File: src/rtl/mips_mem_pkg.sv
// mips_mem_pkg
//   Shared types and default sizing for the MIPS shared-memory-port arbiter.
//   - arb_state_t : arbiter FSM states (IDLE / ACCESS / RESP)
//   - owner_t     : which requester owns the current access (IF / MEM)
//   - DEF_*       : default parameter values for mem_port_arbiter
package mips_mem_pkg;

  localparam int unsigned DEF_ADDR_W       = 32;
  localparam int unsigned DEF_DATA_W       = 32;
  localparam int unsigned DEF_STARVE_LIMIT = 4;
  localparam int unsigned DEF_TIMEOUT_CYC  = 64;

  typedef enum logic [1:0] {
    IDLE   = 2'd0,
    ACCESS = 2'd1,
    RESP   = 2'd2
  } arb_state_t;

  typedef enum logic {
    OWN_IF  = 1'b0,
    OWN_MEM = 1'b1
  } owner_t;

endpackage

File: src/rtl/mem_port_arbiter.sv
// mem_port_arbiter
//   Sequences the single shared memory port between instruction fetch
//   (read-only) and the MEM stage (load/store). One access at a time over a
//   variable-latency req/ack SRAM handshake; read data is returned with a
//   one-cycle done pulse. MEM has priority, but a fetch that has waited
//   STARVE_LIMIT cycles wins the next arbitration. A watchdog aborts any
//   access that sees no ack within TIMEOUT_CYC cycles.
//
// Ports
//   clk, rst                 clock, asynchronous active-low reset
//   if_req/if_addr           fetch request (held until if_done) and address
//   if_rdata/if_done         fetch data and one-cycle completion pulse
//   mem_rd_req/mem_wr_req    MEM-stage load/store request (held until mem_done)
//   mem_addr/mem_wdata       MEM-stage address and store data
//   mem_rdata/mem_done       load data and one-cycle completion pulse
//   stall_if/stall_mem       combinational pipeline freeze for IF / MEM
//   sram_req/sram_we         memory request and write enable
//   sram_addr/sram_wdata     memory address and write data
//   sram_rdata/sram_ack      memory read data and completion
//   timeout_err              sticky watchdog flag, cleared only by reset
module mem_port_arbiter
  import mips_mem_pkg::*;
#(
  parameter int unsigned ADDR_W       = DEF_ADDR_W,
  parameter int unsigned DATA_W       = DEF_DATA_W,
  parameter int unsigned STARVE_LIMIT = DEF_STARVE_LIMIT,
  parameter int unsigned TIMEOUT_CYC  = DEF_TIMEOUT_CYC
) (
  input  logic              clk,
  input  logic              rst,
  input  logic              if_req,
  input  logic [ADDR_W-1:0] if_addr,
  output logic [DATA_W-1:0] if_rdata,
  output logic              if_done,
  input  logic              mem_rd_req,
  input  logic              mem_wr_req,
  input  logic [ADDR_W-1:0] mem_addr,
  input  logic [DATA_W-1:0] mem_wdata,
  output logic [DATA_W-1:0] mem_rdata,
  output logic              mem_done,
  output logic              stall_if,
  output logic              stall_mem,
  output logic              sram_req,
  output logic              sram_we,
  output logic [ADDR_W-1:0] sram_addr,
  output logic [DATA_W-1:0] sram_wdata,
  input  logic [DATA_W-1:0] sram_rdata,
  input  logic              sram_ack,
  output logic              timeout_err
);

  localparam int unsigned WAIT_W = $clog2(STARVE_LIMIT + 1);
  localparam int unsigned WDOG_W = $clog2(TIMEOUT_CYC + 1);
  localparam logic [WAIT_W-1:0] WAIT_MAX  = WAIT_W'(STARVE_LIMIT);
  localparam logic [WDOG_W-1:0] WDOG_LAST = WDOG_W'(TIMEOUT_CYC - 1);

  arb_state_t        r_state;
  owner_t            r_owner;
  logic              r_sram_req;
  logic              r_sram_we;
  logic [ADDR_W-1:0] r_sram_addr;
  logic [DATA_W-1:0] r_sram_wdata;
  logic [DATA_W-1:0] r_if_rdata;
  logic [DATA_W-1:0] r_mem_rdata;
  logic              r_if_done;
  logic              r_mem_done;
  logic              r_timeout_err;
  logic [WDOG_W-1:0] r_wdog;
  logic [WAIT_W-1:0] r_if_wait;

  logic w_mem_any;
  logic w_grant;
  logic w_if_wins;
  logic w_grant_if;
  logic w_if_owns;

  assign w_mem_any  = mem_rd_req | mem_wr_req;
  assign w_grant    = (r_state == IDLE) & (if_req | w_mem_any);
  // Fetch wins when MEM is quiet or when fetch has been starved long enough.
  assign w_if_wins  = if_req & (~w_mem_any | (r_if_wait >= WAIT_MAX));
  assign w_grant_if = w_grant & w_if_wins;
  assign w_if_owns  = (r_state != IDLE) & (r_owner == OWN_IF);

  // Stalls are combinational so the pipeline is released in the done cycle.
  assign stall_if  = if_req & ~r_if_done;
  assign stall_mem = w_mem_any & ~r_mem_done;

  assign sram_req    = r_sram_req;
  assign sram_we     = r_sram_we;
  assign sram_addr   = r_sram_addr;
  assign sram_wdata  = r_sram_wdata;
  assign if_rdata    = r_if_rdata;
  assign if_done     = r_if_done;
  assign mem_rdata   = r_mem_rdata;
  assign mem_done    = r_mem_done;
  assign timeout_err = r_timeout_err;

  always_ff @(posedge clk or negedge rst) begin
    if (!rst) begin
      r_state       <= IDLE;
      r_owner       <= OWN_IF;
      r_sram_req    <= 1'b0;
      r_sram_we     <= 1'b0;
      r_sram_addr   <= '0;
      r_sram_wdata  <= '0;
      r_if_rdata    <= '0;
      r_mem_rdata   <= '0;
      r_if_done     <= 1'b0;
      r_mem_done    <= 1'b0;
      r_timeout_err <= 1'b0;
      r_wdog        <= '0;
    end else begin
      r_if_done  <= 1'b0;
      r_mem_done <= 1'b0;
      unique case (r_state)
        IDLE: begin
          if (w_grant) begin
            r_state    <= ACCESS;
            r_sram_req <= 1'b1;
            r_wdog     <= '0;
            if (w_if_wins) begin
              r_owner      <= OWN_IF;
              r_sram_addr  <= if_addr;
              r_sram_we    <= 1'b0;
              r_sram_wdata <= '0;
            end else begin
              // Load and store asserted together is issued as a store.
              r_owner      <= OWN_MEM;
              r_sram_addr  <= mem_addr;
              r_sram_we    <= mem_wr_req;
              r_sram_wdata <= mem_wdata;
            end
          end
        end
        ACCESS: begin
          if (sram_ack) begin
            r_sram_req <= 1'b0;
            r_state    <= RESP;
            if (r_owner == OWN_IF) begin
              r_if_rdata <= sram_rdata;
              r_if_done  <= 1'b1;
            end else begin
              r_mem_rdata <= sram_rdata;
              r_mem_done  <= 1'b1;
            end
          end else if (r_wdog == WDOG_LAST) begin
            // Hung access: give up, return zero data and flag it permanently.
            r_sram_req    <= 1'b0;
            r_state       <= RESP;
            r_timeout_err <= 1'b1;
            if (r_owner == OWN_IF) begin
              r_if_rdata <= '0;
              r_if_done  <= 1'b1;
            end else begin
              r_mem_rdata <= '0;
              r_mem_done  <= 1'b1;
            end
          end else begin
            r_wdog <= r_wdog + 1'b1;
          end
        end
        RESP: begin
          r_state <= IDLE;
        end
        default: begin
          r_state <= IDLE;
        end
      endcase
    end
  end

  // Fetch age: counts cycles a fetch waits while someone else holds the port.
  always_ff @(posedge clk or negedge rst) begin
    if (!rst) begin
      r_if_wait <= '0;
    end else if (!if_req || w_grant_if) begin
      r_if_wait <= '0;
    end else if (!w_if_owns && (r_if_wait != WAIT_MAX)) begin
      r_if_wait <= r_if_wait + 1'b1;
    end
  end

endmodule

File: config.mk
export PLATFORM = sky130hd
export DESIGN_NAME = mem_port_arbiter
export DESIGN_NICKNAME = d
export VERILOG_FILES = /design/src/rtl/mips_mem_pkg.sv /design/src/rtl/mem_port_arbiter.sv
export SDC_FILE = /design/constraint.sdc
export NUM_CORES = 1
export LEC_CHECK = 0
export CAP_MARGIN = 15
export CELL_PAD_IN_SITES_DETAIL_PLACEMENT = 1
export CELL_PAD_IN_SITES_GLOBAL_PLACEMENT = 1
export CORE_MARGIN = 2
export CORE_UTILIZATION = 35
export CTS_BUF_LIST = sky130_fd_sc_hd__clkbuf_8
export DETAILED_ROUTE_END_ITERATION = 16
export PLACE_DENSITY_LB_ADDON = 0.1
export SLEW_MARGIN = 30
export SYNTH_ARGS = -nofsm -noshare
export SYNTH_HDL_FRONTEND = slang
export SYNTH_SLANG_ARGS = --single-unit
File: constraint.sdc
create_clock -name clk -period 4.8 [get_ports clk]
set_input_delay 0.48 -clock clk [delete_from_list [all_inputs] [get_ports clk]]
set_output_delay 0.48 -clock clk [all_outputs]
set_load 0.02 [all_outputs]
==> impl.org <==
** Run
- Max cap viols :: 0

** Critical path
- Critical Path Slowest Stage Cell :: clkdlybuf4s50_1
- CP Cell Sequence :: clkdlybuf4s50_1, nor2b_1, clkdlybuf4s50_1
- In this run the worst path has a maximum fanout of 6.
- Slowest Stage Delay on Critical Path :: 0.72 ns
- For flop-to-flop paths, the worst setup slack is 2.72 ns.
- Arr. time, crit path :: 2.04 ns
- Data required time of the critical path :: 4.32 ns
- STA classifies the critical path endpoint as a primary output.
- In this design, the critical path's most frequently occurring cell is clkdlybuf4s50_1.
- The setup path with the least slack is of type input port to primary output.
- The worst setup path is launched from an input port.

** Timing
- Achievable Freq :: 396.8 MHz
- Between clock sinks in the finished design, the worst skew comes to 0.01356 ns.
- Setup repair after global routing left no endpoint under its margin.
- Number of setup violations in the final report :: 0
- Total negative slack :: 0 ns
- Final hold violation count :: 0
- At the pin with the least slew margin, the transition time is 0.7662 ns.
- The number of pins with negative max-slew slack in the final report is 0.
- Of the available clock period, the critical path in the final layout requires 52.50%.
- In the post-route analysis, the smallest setup slack over all paths is 2.280 ns.
- The tightest hold path in the finished design has a slack of 0.4745 ns.
- Subtracting the final worst setup slack from the clock period gives 2.520 ns.
- Worst max-slew margin expressed relative to the limit :: 48.92%

** Yosys
- After synthesis, the cell types taking the most area are dfrtp_1 66%, a22o_1 15%, a222oi_1 5.8%.
- The synthesized netlist occupies a cell area of 5564 um^2.
- Counting every instance in the synthesized netlist gives 410.
- Cell taking the most area after synthesis :: dfrtp_1
- Yosys mapped the design onto 39 distinct sky130hd cell types.
- Synth Area in Adders :: 0.6746%
- The synthesized netlist devotes 24.35% of its cell area to compound gates.
- Yosys mapped a number of flops with a built-in enable equal to 0.
- Fraction of registers with async set or reset after synthesis :: 100.0%
- Average cell area after synthesis :: 13.57 um^2
- dfrtp_1 is the most common cell in the netlist.
- Dominant combinational cell family by area after synthesis :: compound AO/OA/AOI/OAI gates
- Share of cell area taken by muxes after synthesis :: 0.1799%
- Yosys printed 0 warnings.
- Fraction of the mapped netlist area in simple logic gates :: 3.485%
- Summed over its instances, the top area cell type makes up 65.66% of the synthesized netlist area.
- #FFs+latches synth :: 146
- Part of the Yosys area used for sequential elements :: 65.66%
- For this run, the leading register cell type out of synthesis is dfrtp_1.
- Commonest cells in the synthesized netlist :: 146 x dfrtp_1, 98 x a22o_1, 38 x inv_1, 32 x a222oi_1, 16 x clkbuf_1
- Nets in the synthesized netlist :: 547
- Xor and xnor area share after synthesis :: 0.3148%

** Power and ir drop
- IR analysis of the VDD net gives a maximum drop of 0.0002523 V.
- Leakage power figure :: 3.961 nW
- Power Dens Cells :: 704.5 nW/um^2

** Outcome
- Status :: completed

** Detailed routing
- Via total after detailed routing :: 4740
- In the final routed layout, each cell accounts on average for 20.79 um.
- DRT Pass-1 Iters :: 8
- For this block, the initial DRC count from the detailed router was 295.
- In the routed layout, each cell is associated on average with a via count of 5.238.
- Antenna Violating Nets Remaining :: 0
- The final layout contains routed wiring with a total length of 18820 um.
- Post-route DRC :: 0

** Floorplanning
- Pin placement for this block handled 269 I/O pins.
- For this configuration, the core starts out at a cell density of 35.41%.
- Die ar. :: 16920 um^2
- The initialized floorplan defines 46 standard-cell rows.
- Die X-Extent :: 130.1 um
- The region available for standard cell placement spans 15710 um^2.
- Measured along the y axis, the die boundary spans 130.1 um.

** Global routing
- Number of antenna violations at the first check in global routing :: 1
- Pin count of the biggest net entering global routing :: 97
- Overall fraction of global-route tracks in use :: 22.41%
- The first global-routing pass estimated 28780 um of wire.
- Number of global-route vias before repair :: 5198
- For this run the aggregate overflow at the end of global routing stands at 0.

** Placement
- Count of buffers inserted at the top-level ports :: 268
- The congestion estimate from routability-driven global placement came to 0.7993.
- Summed over all nets, the half-perimeter wirelength after detailed placement is 12980 um.
- Before CTS, the worst setup slack after placement is 1.997 ns.

** Clock network
- In this run the clock root is driven by a clkbuf_8.
- Cts bufs inserted :: 17
- Bufs on Longest Clock Path :: 2
- CTS H-tree depth :: 4
- Resized Gates After CTS :: 0
- Clock-pin slew was measured on the worst setup and hold paths at 0.08 ns.
- TritonCTS built the clock tree.
- Clock sink count :: 146
- Post-CTS repair timing setup buffer count :: 0
- Later-pin clock latency in the skew report :: 0.45 ns

** Hold path
- Worst min path class :: input port to asynchronous set/reset pin

** Layout
- The post-route netlist has 6.831% of its cells at a drive strength greater than 1.
- The area growth from synthesis to layout is 60.67%.
- Count of nets after finishing :: 812
## placed cells by master (no fill, tap or decap), types with 2 or more instances in the layout
cell             count
nand2b_1             4
clkinvlp_4           4
inv_1               39
nand3_1              5
o31a_1               2
dfrtp_1            146
a222oi_1            32
bufinv_16            5
o21ai_0              5
nand2_1              6
o211ai_1             2
clkinv_2             2
nor2_1               8
a31o_2               2
o21ai_1              2
clkdlybuf4s50_1    267
buf_4                7
o31ai_4              2
ha_1                 3
nor2b_1              4
a22o_1              98
clkbuf_8            18
## cells by family (layout without fill, tap and decap cells)
kind of cell | count (synthesis) | in the layout
AO/OA/AOI/OAI | 152 | 152
XOR/XNOR | 2 | 2
adder cells (fa/ha/maj) | 3 | 3
buffers and inverters | 69 | 347
flip-flops | 146 | 146
multiplexers | 1 | 1
other | 0 | 1
AND/OR/NAND/NOR | 37 | 37
## routing by layer
metal  vias to the layer above  part of all wire (%)  track usage (%)
met2                       180                    53            39.17
met3                        30                   6.7            6.601
met4                         0                   2.2            8.159
met1                      2438                    38            26.20
li1                       2092                     -                -
met5                         -                     0                0
## path summary, 6_finish.rpt
path                                       end  cells past startpoint         from
worst min register to register     timeout_err                      1  timeout_err
min in group clk                   timeout_err                      1  timeout_err
worst max-delay path                  stall_if                      3       if_req
worst min-delay path            sram_wdata[12]                      2          rst
max in group asynchronous              r_owner                      3          rst
worst max register to register    sram_addr[4]                      5   r_state[0]
## flip-flops by register name (all words and copies together) (netlist names)
register,count
if_rdata,32
mem_rdata,32
sram_addr,32
sram_wdata,32
r_wdog,7
r_if_wait,3
r_state,2
if_done,1
mem_done,1
r_owner,1
sram_req,1
sram_we,1
timeout_err,1
## report_power, final
part	leakage [nW]	internal [mW]	switching, mW
clock	0.222	0.631	0.477
combinational	1.91	1.49	1.55
sequential	1.83	1.78	0.365
total	3.96	3.91	2.39
## metrics by stage
stage	total power [mW]	area (um^2)	util (%)	std cells
2_1_floorplan	3.678	5564	-	410
3_3_place_gp	5.119	8441	53.72	870
3_5_place_dp	5.215	8441	53.72	870
4_1_cts	6.365	8900	56.64	902
5_1_grt	6.656	8940	56.90	905
6_report	6.298	8940	56.90	905
## repair_timing
action,in CTS,in global routing
endpoints found under the hold margin,0,28
endpoints found under the setup margin,0,0
hold buffers,0,1
## area by class of cell
class | instances | area, um^2
multi-input cells | 195 | 1638
flip-flops and latches | 146 | 3654
inverters | 38 | 142.6
clock inverters | 14 | 211.5
fillers | 1593 | 6773
diodes | 1 | 2.502
clock buffers | 18 | 247.7
well taps | 216 | 270.3
repair buffers | 277 | 2774
## worst max-delay path: cells and delay by family
kind	cells	cell delay [ns]
buffers and inverters	2	1.35
AND/OR/NAND/NOR	1	0.21
Power figures use the tool's default switching activity.
